<file path="src/rtl/color_pkg.sv">
// Shared encodings for the color tally block: FSM states, filter indices,
// color classes, and the small pure helpers used by the datapath.
package color_pkg;

    typedef enum logic [1:0] {
        ST_IDLE     = 2'd0,
        ST_SETTLE   = 2'd1,
        ST_GATE     = 2'd2,
        ST_CLASSIFY = 2'd3
    } state_t;

    typedef enum logic [1:0] {
        F_RED   = 2'd0,
        F_GREEN = 2'd1,
        F_BLUE  = 2'd2
    } filter_t;

    typedef enum logic [1:0] {
        C_NONE   = 2'd0,
        C_RED    = 2'd1,
        C_YELLOW = 2'd2,
        C_BLUE   = 2'd3
    } color_t;

    localparam logic [1:0] SEL_RED   = 2'b00;
    localparam logic [1:0] SEL_GREEN = 2'b11;
    localparam logic [1:0] SEL_BLUE  = 2'b01;
    localparam logic [9:0] TALLY_MAX = 10'd1023;

    function automatic logic [1:0] filter_sel(input filter_t f);
        logic [1:0] sel;
        case (f)
            F_RED:   sel = SEL_RED;
            F_GREEN: sel = SEL_GREEN;
            F_BLUE:  sel = SEL_BLUE;
            default: sel = SEL_RED;
        endcase
        return sel;
    endfunction

    function automatic filter_t next_filter(input filter_t f);
        filter_t nxt;
        case (f)
            F_RED:   nxt = F_GREEN;
            F_GREEN: nxt = F_BLUE;
            default: nxt = F_RED;
        endcase
        return nxt;
    endfunction

    function automatic logic [2:0] color_led(input color_t c);
        logic [2:0] one_hot;
        case (c)
            C_RED:    one_hot = 3'b001;
            C_YELLOW: one_hot = 3'b010;
            C_BLUE:   one_hot = 3'b100;
            default:  one_hot = 3'b000;
        endcase
        return one_hot;
    endfunction

    // Priority decision on 17-bit values so g + g/2 cannot overflow.
    function automatic color_t classify(input logic [15:0] r, input logic [15:0] g,
                                        input logic [15:0] b, input logic [15:0] min_count);
        logic [16:0] r17;
        logic [16:0] g17;
        logic [16:0] b17;
        logic [16:0] m17;
        color_t      cls;
        r17 = {1'b0, r};
        g17 = {1'b0, g};
        b17 = {1'b0, b};
        m17 = {1'b0, min_count};
        if ((r17 < m17) && (g17 < m17) && (b17 < m17)) begin
            cls = C_NONE;
        end else if ((b17 >= r17) && (b17 >= g17)) begin
            cls = C_BLUE;
        end else if (r17 > (g17 + (g17 >> 1))) begin
            cls = C_RED;
        end else begin
            cls = C_YELLOW;
        end
        return cls;
    endfunction

    function automatic logic [9:0] tally_next(input logic [9:0] cur, input logic clr,
                                              input logic inc);
        logic [9:0] nxt;
        if (clr) begin
            nxt = inc ? 10'd1 : 10'd0;
        end else if (inc && (cur != TALLY_MAX)) begin
            nxt = cur + 10'd1;
        end else begin
            nxt = cur;
        end
        return nxt;
    endfunction

endpackage

</file>
<file path="src/rtl/freq_counter.sv">
// Synchronizes the sensor square wave, detects rising edges and counts them
// into a saturating 16-bit counter while gate_en is high.
module freq_counter (
    input  logic        clk,
    input  logic        rst,
    input  logic        clear,
    input  logic        gate_en,
    input  logic        sensor_in,
    output logic [15:0] count
);

    logic        meta_r;
    logic        sync_r;
    logic        prev_r;
    logic [15:0] count_r;
    logic        rise_s;

    // Two-flop synchronizer followed by one history flop for edge detection
    always_ff @(posedge clk or negedge rst) begin
        if (!rst) begin
            meta_r <= 1'b0;
            sync_r <= 1'b0;
            prev_r <= 1'b0;
        end else begin
            meta_r <= sensor_in;
            sync_r <= meta_r;
            prev_r <= sync_r;
        end
    end

    assign rise_s = sync_r & ~prev_r;

    // count includes this cycle's edge so the final gated cycle is not lost
    always_comb begin
        count = count_r;
        if (gate_en && rise_s && (count_r != 16'hFFFF)) begin
            count = count_r + 16'd1;
        end else begin
            count = count_r;
        end
    end

    // Saturating edge counter, held at zero outside the gate window
    always_ff @(posedge clk or negedge rst) begin
        if (!rst) begin
            count_r <= 16'd0;
        end else if (clear) begin
            count_r <= 16'd0;
        end else begin
            count_r <= count;
        end
    end

endmodule

</file>
<file path="src/rtl/color_tally.sv">
// Cycles the color sensor through red/green/blue filters, classifies each
// measured object, confirms it over several passes and tallies registrations.
module color_tally
    import color_pkg::*;
#(
    parameter int unsigned GATE_CYCLES   = 1_000_000,
    parameter int unsigned SETTLE_CYCLES = 10_000,
    parameter int unsigned CONFIRM       = 3,
    parameter logic [15:0] MIN_COUNT     = 16'd200
) (
    input  logic       clk,
    input  logic       rst,
    input  logic       en,
    input  logic       sensor_out,
    input  logic       clear_tally,
    output logic       s2,
    output logic       s3,
    output logic [9:0] freq_for_red,
    output logic [9:0] freq_for_yellow,
    output logic [9:0] freq_for_blue,
    output logic [1:0] color_id,
    output logic       color_valid,
    output logic [2:0] led
);

    localparam logic [31:0] SETTLE_LAST = 32'(SETTLE_CYCLES - 1);
    localparam logic [31:0] GATE_LAST   = 32'(GATE_CYCLES - 1);
    localparam logic [7:0]  CONFIRM_W   = 8'(CONFIRM);

    state_t      state_r;
    filter_t     filt_r;
    logic [31:0] cyc_r;
    logic [15:0] r_r;
    logic [15:0] g_r;
    logic [15:0] b_r;
    logic [15:0] cnt_s;
    logic        gate_en_s;
    color_t      cls_s;
    color_t      prev_cls_r;
    logic [7:0]  run_r;
    logic [7:0]  run_next_s;
    logic        armed_r;
    logic        register_s;
    logic [9:0]  tally_red_r;
    logic [9:0]  tally_yellow_r;
    logic [9:0]  tally_blue_r;

    assign gate_en_s = (state_r == ST_GATE);

    freq_counter u_freq_counter (
        .clk       (clk),
        .rst       (rst),
        .clear     (~gate_en_s),
        .gate_en   (gate_en_s),
        .sensor_in (sensor_out),
        .count     (cnt_s)
    );

    // Measurement sequencer: settle, gate and store per filter, then classify
    always_ff @(posedge clk or negedge rst) begin
        if (!rst) begin
            state_r  <= ST_IDLE;
            filt_r   <= F_RED;
            cyc_r    <= 32'd0;
            r_r      <= 16'd0;
            g_r      <= 16'd0;
            b_r      <= 16'd0;
            {s2, s3} <= SEL_RED;
        end else begin
            case (state_r)
                ST_IDLE: begin
                    cyc_r    <= 32'd0;
                    filt_r   <= F_RED;
                    {s2, s3} <= SEL_RED;
                    state_r  <= en ? ST_SETTLE : ST_IDLE;
                end
                ST_SETTLE, ST_GATE: begin
                    if (!en) begin
                        state_r  <= ST_IDLE;
                        cyc_r    <= 32'd0;
                        filt_r   <= F_RED;
                        {s2, s3} <= SEL_RED;
                        r_r      <= 16'd0;
                        g_r      <= 16'd0;
                        b_r      <= 16'd0;
                    end else if ((state_r == ST_SETTLE) && (cyc_r == SETTLE_LAST)) begin
                        cyc_r   <= 32'd0;
                        state_r <= ST_GATE;
                    end else if ((state_r == ST_GATE) && (cyc_r == GATE_LAST)) begin
                        cyc_r <= 32'd0;
                        case (filt_r)
                            F_RED:   r_r <= cnt_s;
                            F_GREEN: g_r <= cnt_s;
                            default: b_r <= cnt_s;
                        endcase
                        if (filt_r == F_BLUE) begin
                            state_r <= ST_CLASSIFY;
                        end else begin
                            filt_r   <= next_filter(filt_r);
                            {s2, s3} <= filter_sel(next_filter(filt_r));
                            state_r  <= ST_SETTLE;
                        end
                    end else begin
                        cyc_r <= cyc_r + 32'd1;
                    end
                end
                ST_CLASSIFY: begin
                    cyc_r    <= 32'd0;
                    filt_r   <= F_RED;
                    {s2, s3} <= SEL_RED;
                    state_r  <= en ? ST_SETTLE : ST_IDLE;
                end
                default: begin
                    state_r  <= ST_IDLE;
                    cyc_r    <= 32'd0;
                    filt_r   <= F_RED;
                    {s2, s3} <= SEL_RED;
                end
            endcase
        end
    end

    // Classification, confirm run length and the registration decision
    always_comb begin
        cls_s      = classify(r_r, g_r, b_r, MIN_COUNT);
        run_next_s = 8'd1;
        register_s = 1'b0;
        if (cls_s == prev_cls_r) begin
            run_next_s = (run_r >= CONFIRM_W) ? CONFIRM_W : (run_r + 8'd1);
        end else begin
            run_next_s = 8'd1;
        end
        if ((state_r == ST_CLASSIFY) && (run_next_s == CONFIRM_W) &&
            (cls_s != C_NONE) && armed_r) begin
            register_s = 1'b1;
        end else begin
            register_s = 1'b0;
        end
    end

    // Confirm state, tallies and the registered color outputs
    always_ff @(posedge clk or negedge rst) begin
        if (!rst) begin
            prev_cls_r     <= C_NONE;
            run_r          <= 8'd0;
            armed_r        <= 1'b1;
            tally_red_r    <= 10'd0;
            tally_yellow_r <= 10'd0;
            tally_blue_r   <= 10'd0;
            color_id       <= 2'd0;
            color_valid    <= 1'b0;
            led            <= 3'b000;
        end else begin
            color_valid <= register_s;
            if (state_r == ST_CLASSIFY) begin
                prev_cls_r <= cls_s;
                run_r      <= run_next_s;
                if (cls_s == C_NONE) begin
                    armed_r <= 1'b1;
                end else if (register_s) begin
                    armed_r <= 1'b0;
                end else begin
                    armed_r <= armed_r;
                end
            end else begin
                run_r <= run_r;
            end
            if (register_s) begin
                color_id <= cls_s;
                led      <= color_led(cls_s);
            end else begin
                color_id <= color_id;
            end
            tally_red_r    <= tally_next(tally_red_r, clear_tally,
                                         register_s && (cls_s == C_RED));
            tally_yellow_r <= tally_next(tally_yellow_r, clear_tally,
                                         register_s && (cls_s == C_YELLOW));
            tally_blue_r   <= tally_next(tally_blue_r, clear_tally,
                                         register_s && (cls_s == C_BLUE));
        end
    end

    assign freq_for_red    = tally_red_r;
    assign freq_for_yellow = tally_yellow_r;
    assign freq_for_blue   = tally_blue_r;

endmodule

</file>
<file path="config.mk">
export PLATFORM = sky130hd
export DESIGN_NAME = color_tally
export DESIGN_NICKNAME = d
export VERILOG_FILES = /design/src/rtl/color_pkg.sv /design/src/rtl/freq_counter.sv /design/src/rtl/color_tally.sv
export SDC_FILE = /design/constraint.sdc
export NUM_CORES = 1
export LEC_CHECK = 0
export ABC_AREA = 1
export BUFFER_PORTS_ARGS = -buffer_cell sky130_fd_sc_hd__clkbuf_2
export CORE_MARGIN = 2
export CORE_UTILIZATION = 57
export DETAILED_ROUTE_END_ITERATION = 12
export PLACE_DENSITY_LB_ADDON = 0.12
export SKIP_CTS_REPAIR_TIMING = 1
export SLEW_MARGIN = 40
export SYNTH_ARGS = -nofsm -noshare
export SYNTH_HDL_FRONTEND = slang
export SYNTH_SLANG_ARGS = --single-unit
</file>
<file path="constraint.sdc">
create_clock -name clk -period 3.96 [get_ports clk]
set_clock_uncertainty 0.05 [all_clocks]
set_input_delay 0.198 -clock clk [delete_from_list [all_inputs] [get_ports clk]]
set_output_delay 0.198 -clock clk [all_outputs]
set_load 0.1 [all_outputs]
</file>
# Word level (Yosys, flattened, before mapping)
# Cells that the tools add are included.
word_totals:
  regBits: 152
  word_cells: 157
  input_bits: 5
op_classes:
  muxes: 61
  n_eq_ne: 27
  bitwise: 2
  n_reduce_logical: 32
  n_lt_le_gt_ge: 7
  n_addsub: 7
op_table:
  columns: ["operator", "count"]
  rows:
  - ["$mux W16", 14]
  - ["$mux W32", 3]
  - ["$pmux W32 S2", 1]
  - ["$mux W10", 6]
  - ["$lt A16 B8 Y1 const B", 3]
  - ["$add A32 B1 Y32 const B", 1]
  - ["$eq A32 B14 Y1 const B", 1]
  - ["$eq A32 B20 Y1 const B", 1]
  - ["$ge A16 B16 Y1", 2]
  - ["$add A10 B1 Y10 const B", 3]
  - ["$ne A10 B10 Y1 const B", 3]
  - ["$mux W2", 13]
  - ["$add A16 B15 Y17", 1]
  - ["$gt A16 B17 Y1", 1]
  - ["$add A16 B1 Y16 const B", 1]
  - ["$logic_and A1 B1 Y1", 16]
  - ["$mux W8", 2]
  - ["$ne A16 B16 Y1 const B", 1]
  - ["$pmux W2 S2", 4]
  - ["$mux W1", 15]
  - ["$eq A2 B2 Y1 const B", 6]
  - ["$reduce_and A4 Y1", 3]
  - ["$reduce_bool A2 Y1", 5]
  - ["$ne A3 B3 Y1 const B", 3]
  - ["16 further kinds", 27]

# Longest topological paths before layout
depth:
  depth_word: 16
  ltp_mapped: 32
  depth_no_buf: 32

# Modules after synthesis
# From an unflattened synthesis, not the netlist that was laid out.
hier_totals:
  cells_unflattened: 1251
  hier_area_um2: 9811.9
by_module_without_submodules:
  columns: ["module", "area_each_um2", "n_inst", "cells_per_inst"]
  rows:
  - ["color_tally", 8555.7, 1, 1074]
  - ["freq_counter", 1256.2, 1, 177]

# Worst setup path before layout
# Ideal clock, no wire load.
synth_timing:
  path_kind: "register to register"
  from: "register g_r[3]"
  to: "register tally_red_r[7], in the netlist freq_for_red[7]"
  n_path_buf: 1
  synth_period_minus_slack_ns: 3.986
  path_stages_with_launch: 31
  setup_ns: 0.121
  required_ns: 3.789
  path_slack_ns: -0.026
  t_arrival_ns: 3.815
  cell_sequence: "dfrtp_1 ha_1 inv_1 nor4_1 nand2_1 o211ai_1 a21oi_1 o21bai_1 a21oi_1 o21bai_1 a21oi_1 nor2_1 nor2_1 xor2_1 ha_1 nand2_1 nor3_1 nand4_1 nand2_1 nor2_2 nand2_1 nand2_1 nand2_2 nand2_2 nand2_2 nand4_4 nor2_8 nand3_2 buf_4 nand3_1 nand2_1"
synth_via:
  elab_chain_cells: 15
  word_cells_on_any_way: 22
  cone_classes: "add/sub (1); order compare (3); eq/ne (3); mux (5); reduce/logical (10)"
synth_rtl:
  columns: ["element", "line_no", "source"]
  rows:
  - ["start: declaration", "color_tally.sv:34", "logic [15:0] g_r;"]
  - ["start signal: assignment", "color_tally.sv:93", "F_GREEN: g_r <= cnt_s;"]
  - ["$add A16 B15 Y17", "color_pkg.sv:78", "end else if (r17 > (g17 + (g17 >> 1))) begin"]
  - ["$gt A16 B17 Y1", "color_pkg.sv:78", null]
  - ["$mux W2", "color_pkg.sv:78", null]
  - ["$mux W2", "color_pkg.sv:76", "end else if ((b17 >= r17) && (b17 >= g17)) begin"]
  - ["$mux W2 (*)", "color_pkg.sv:74", "if ((r17 < m17) && (g17 < m17) && (b17 < m17)) begin"]
  - ["$eq A2 B2 Y1", "color_tally.sv:128", "if (cls_s == prev_cls_r) begin"]
  - ["$mux W8", "color_tally.sv:128", null]
  - ["$eq A8 B2 Y1", "color_tally.sv:133", "if ((state_r == ST_CLASSIFY) && (run_next_s == CONFIRM_W) &&"]
  - ["$logic_and A1 B1 Y1", "color_tally.sv:133", null]
  - ["$logic_and A1 B1 Y1 (*)", "color_tally.sv:133", null]
  - ["$logic_and A1 B1 Y1 (*)", "color_tally.sv:134", "(cls_s != C_NONE) && armed_r) begin"]
  - ["$mux W1 (*)", "color_tally.sv:133", null]
  - ["net register_s", "color_tally.sv:43", "logic register_s;"]
  - ["$logic_and A1 B1 Y1 (*)", "color_tally.sv:175", "register_s && (cls_s == C_RED));"]
  - ["$logic_and A1 B1 Y1 (*)", "color_pkg.sv:91", "end else if (inc && (cur != TALLY_MAX)) begin"]
  - ["$reduce_bool A2 Y1 (no line) (*)", null, null]
  - ["end signal: assignment", "color_tally.sv:174", "tally_red_r <= tally_next(tally_red_r, clear_tally,"]
  - ["end: declaration", "color_tally.sv:44", "logic [9:0] tally_red_r;"]
# The timed path passes the listed nets; every way through them passes the cells marked *.
# A chain may end at the register's enable or synchronous reset.

# Worst setup path in the final report
layout_timing:
  from: "register g_r[4]"
  to: "register tally_yellow_r[0], in the netlist freq_for_yellow[0]"
layout_via:
  elab_chain_cells: 15
  word_cells_on_any_way: 24
  cone_classes: "add/sub (1); order compare (3); eq/ne (3); mux (7); reduce/logical (10)"
layout_rtl:
  columns: ["element", "line_no", "source"]
  rows:
  - ["$add A16 B15 Y17", "color_pkg.sv:78", null]
  - ["$gt A16 B17 Y1", "color_pkg.sv:78", null]
  - ["$mux W2", "color_pkg.sv:78", null]
  - ["$mux W2", "color_pkg.sv:76", null]
  - ["$mux W2 (*)", "color_pkg.sv:74", null]
  - ["$eq A2 B2 Y1", "color_tally.sv:128", null]
  - ["$mux W8", "color_tally.sv:128", null]
  - ["$eq A8 B2 Y1", "color_tally.sv:133", null]
  - ["$logic_and A1 B1 Y1", "color_tally.sv:133", null]
  - ["$logic_and A1 B1 Y1 (*)", "color_tally.sv:133", null]
  - ["$logic_and A1 B1 Y1 (*)", "color_tally.sv:134", null]
  - ["$mux W1 (*)", "color_tally.sv:133", null]
  - ["net register_s", "color_tally.sv:43", null]
  - ["$logic_and A1 B1 Y1 (*)", "color_tally.sv:177", "register_s && (cls_s == C_YELLOW));"]
  - ["$mux W1 / $logic_and A1 B1 Y1 (equally long branches)", "color_pkg.sv:90, color_pkg.sv:91", null]
  - ["$mux W10 / $reduce_bool A2 Y1 (equally long branches)", null, null]
  - ["end signal: assignment", "color_tally.sv:176", "tally_yellow_r <= tally_next(tally_yellow_r, clear_tally,"]
  - ["end: declaration", "color_tally.sv:45", "logic [9:0] tally_yellow_r;"]
# Marks and branches as above.

==> metrics.txt <==
clock sinks 151; predominant post-synthesis flop cell dfrtp_1; family with the most delay on the worst path simple AND/OR/NAND/NOR gates; Core Rows 47; CTS tree yes; Critical Path RT 4.22 ns; later-pin clock latency in the skew report 0.42 ns; DR WL/cell 14.3 um; post-synthesis simple-gate area fraction 26.3%; slew of the pin with the lowest slew margin 0.755 ns; Synth Cell Area 9500 um^2; Worst path most repeated cell nand2_2; Mapped Cells 1,200; most frequent cells in the layout nand2_1 (242), dfrtp_1 (148), inv_1 (137), nor2_1 (131), ha_1 (77); Die ar. 17,700 um^2; failing checks setup timing; detailed-route wire length 21,800 um; achievable frequency 238 MHz; Max Cap Viol 0; Worst VDD drop 0.280 mV; Synth Area per Inst 7.91 um^2; Post-Synth XOR/XNOR Area 5.17%; fin crit share 106%; Leak 5.39 nW; Clk pin slew, worst setup/hold paths 0.06 ns; Worst Path Arrival 4.45 ns; Final min period 4.20 ns; Slew Viols, Final 0; post-route insts no fill 1,523; number of H-tree levels 4; Overflow after GRT 0; initial antenna violation count 0; register area 3780 um^2; Power Density 312 nW/um^2; Hold Crit Class primary input to register; async set or reset register ratio after synthesis 100%; core area 16,400 um^2; Ports 43; Yosys reg bits 151; Placement Cell Area 10,300 um^2; Worst setup EP type register; Initial Util 57.9%; Synthesis Warnings 0; run status finished with violations; Adder-Cell Fraction of Synth Area 10.9%; CP max stage delay 0.41 ns; CTS buffer count 17; Worst slew margin 49.5%; Synth-to-Final Area Change 17.0%; Tot GR Track Use 25.9%; critical-path maximum fanout 7; combinational family with the most area after synthesis simple AND/OR/NAND/NOR gates; multi-input combinational cell area 5180 um^2; Compound-Gate Fraction of Synth Area 9.24%; Mapped Nets 1,287; PortBufs 42; number of global-route vias before repair 7,680; GPL Wtd Cong 0.867; Die Span Y 133 um; # setup viols final 35; number of synthesized flops with an enable pin 0; clock root buffer clkbuf_16; # fillers 1,386; vias per cell 5.38; global-route wire length before repair 37,000 um; Ant. Diodes 0; final worst setup slack -0.237 ns; Hold Vio Cnt, Final 0; CP startpoint kind register; post-route cell area 11,100 um^2; Synth cell types 52; detailed router's first-iteration violation count 469; CTS max path bufs 2; hpwl dp 16,000 um; CP Class register to register; placed insts 1,481; drt drc 0; proportion of synthesized area in mux cells 1.29%; DIE WIDTH 133 um; pre-CTS setup slack -0.183 ns; commonest non-fill, non-tap cell in the layout nand2_1; Seq/Total Area, Yosys 39.8%; largest net degree at the start of global routing 86; Final Core Density 67.7%; RSZ-0062 raised after global routing true; CP bufs+invs 3; routed vias 8,200; final net count 1,378; DRT antenna net count 0; Slowest cell on crit path dfrtp_1; share of layout cells above drive strength 1 15.0%; drt first pass iters 5
## sequential cells by signal, summed over array words and instances, names as in the netlist, 2 cells and up
signal	flops
cyc_r	32
freq_for_yellow	10
u_freq_counter.count_r	16
run_r	8
led	3
prev_cls_r	2
freq_for_red	10
g_r	16
color_id	2
state_r	2
filt_r	2
freq_for_blue	10
b_r	16
r_r	16
## layout make-up
| type | instances | area share [%] |
|---|---|---|
| Clock inverter | 11 | 1.55 |
| Inverter | 158 | 5.36 |
| Timing Repair Buffer | 94 | 5.88 |
| Multi-Input combinational cell | 869 | 46.7 |
| Sequential cell | 151 | 34.0 |
| Clock buffer | 20 | 4.02 |
| Tap cell | 220 | 2.48 |
## worst register-to-register path: cells and delay by family, from the launching register on
family | cells | cell delay (ns)
and+or+nand+nor | 19 | 1.89
AOI/OAI and AO/OA | 6 | 0.78
buffers and inverters | 3 | 0.25
xor gates and xnor gates | 1 | 0.14
DFF | 1 | 0.41
adders and majority gates | 2 | 0.57
## power by group
part	internal, W	switching (W)
Combinational	0.0000367	0.000159
Clock	0.00107	0.000629
Sequential	0.00155	0.0000132
Total	0.00266	0.000801
## cells by family (layout without fill, tap and decap cells)
kind of cell | count (synthesis) | count (layout)
buffers and inverters | 180 | 283
adder cells (fa/ha/maj) | 82 | 82
AO/OA/AOI/OAI | 157 | 157
multiplexers | 11 | 11
XOR/XNOR | 56 | 56
flip-flops | 151 | 151
AND/OR/NAND/NOR | 563 | 563
## path summary, 6_finish.rpt
kind                                                 start                         endpoint  slack (ns)  depth (start not counted)
setup / recovery                        g_r[4]$_DFFE_PN0P_   freq_for_yellow[0]$_DFFE_PN0P_       -0.24                         31
hold / removal                                          en           state_r[0]$_DFFE_PN0P_        0.13                          3
setup reg to reg                        g_r[4]$_DFFE_PN0P_   freq_for_yellow[0]$_DFFE_PN0P_       -0.24                         31
hold reg to reg            u_freq_counter.meta_r$_DFF_PN0_  u_freq_counter.sync_r$_DFF_PN0_        0.31                          0
max in group asynchronous                              rst              armed_r$_DFFE_PN1P_        2.67                          3
min in group asynchronous                              rst               g_r[3]$_DFFE_PN0P_        0.34                          2
## routing by layer
layer / GRT usage (%) / share of wire, % / vias to the layer above
li1: - / - / 4129
met1: 38.0 / 49 / 3879
met2: 40.5 / 46 / 171
met4: 6.33 / 1.0 / 0
met3: 4.02 / 4.1 / 21
met5: 0 / 0 / -
## per-stage QoR
stage	hold WS, ns	total power [W]	TNS (ns)
2_1_floorplan	-0.148	0.00172	0
3_3_place_gp	0.258	0.00179	-0.255
3_5_place_dp	0.258	0.00179	-4.76
4_1_cts	-0.190	0.00349	-4.65
5_1_grt	0.142	0.00357	-18.20
6_report	0.131	0.00346	-6.71
## synthesized netlist by cell type (2+ instances only)
cell | count | area [um^2]
nand2_1 | 245 | 920
dfrtp_1 | 150 | 3750
inv_1 | 139 | 522
nor2_1 | 132 | 495
ha_1 | 81 | 1010
nand3_1 | 72 | 360
o21ai_0 | 66 | 330
a21oi_1 | 62 | 310
xor2_1 | 43 | 377
nor3_1 | 36 | 180
nor4_1 | 24 | 150
nand4_1 | 21 | 131
clkbuf_1 | 15 | 56.3
inv_2 | 14 | 52.6
xnor2_1 | 13 | 114
mux2_2 | 10 | 113
nand2_2 | 9 | 56.3
clkinv_1 | 5 | 18.8
o21ai_1 | 5 | 25.0
nand3_2 | 4 | 40.0
nor2_2 | 4 | 25.0
nor3b_1 | 4 | 30.0
o211ai_1 | 4 | 30.0
o21a_1 | 4 | 30.0
and3_1 | 3 | 18.8
buf_1 | 3 | 11.3
a31oi_1 | 2 | 12.5
buf_6 | 2 | 22.5
nand3b_1 | 2 | 15.0
o21bai_1 | 2 | 15.0
o31ai_1 | 2 | 15.0
or2_2 | 2 | 12.5
No activity file was read; power rests on OpenSTA's default activity.
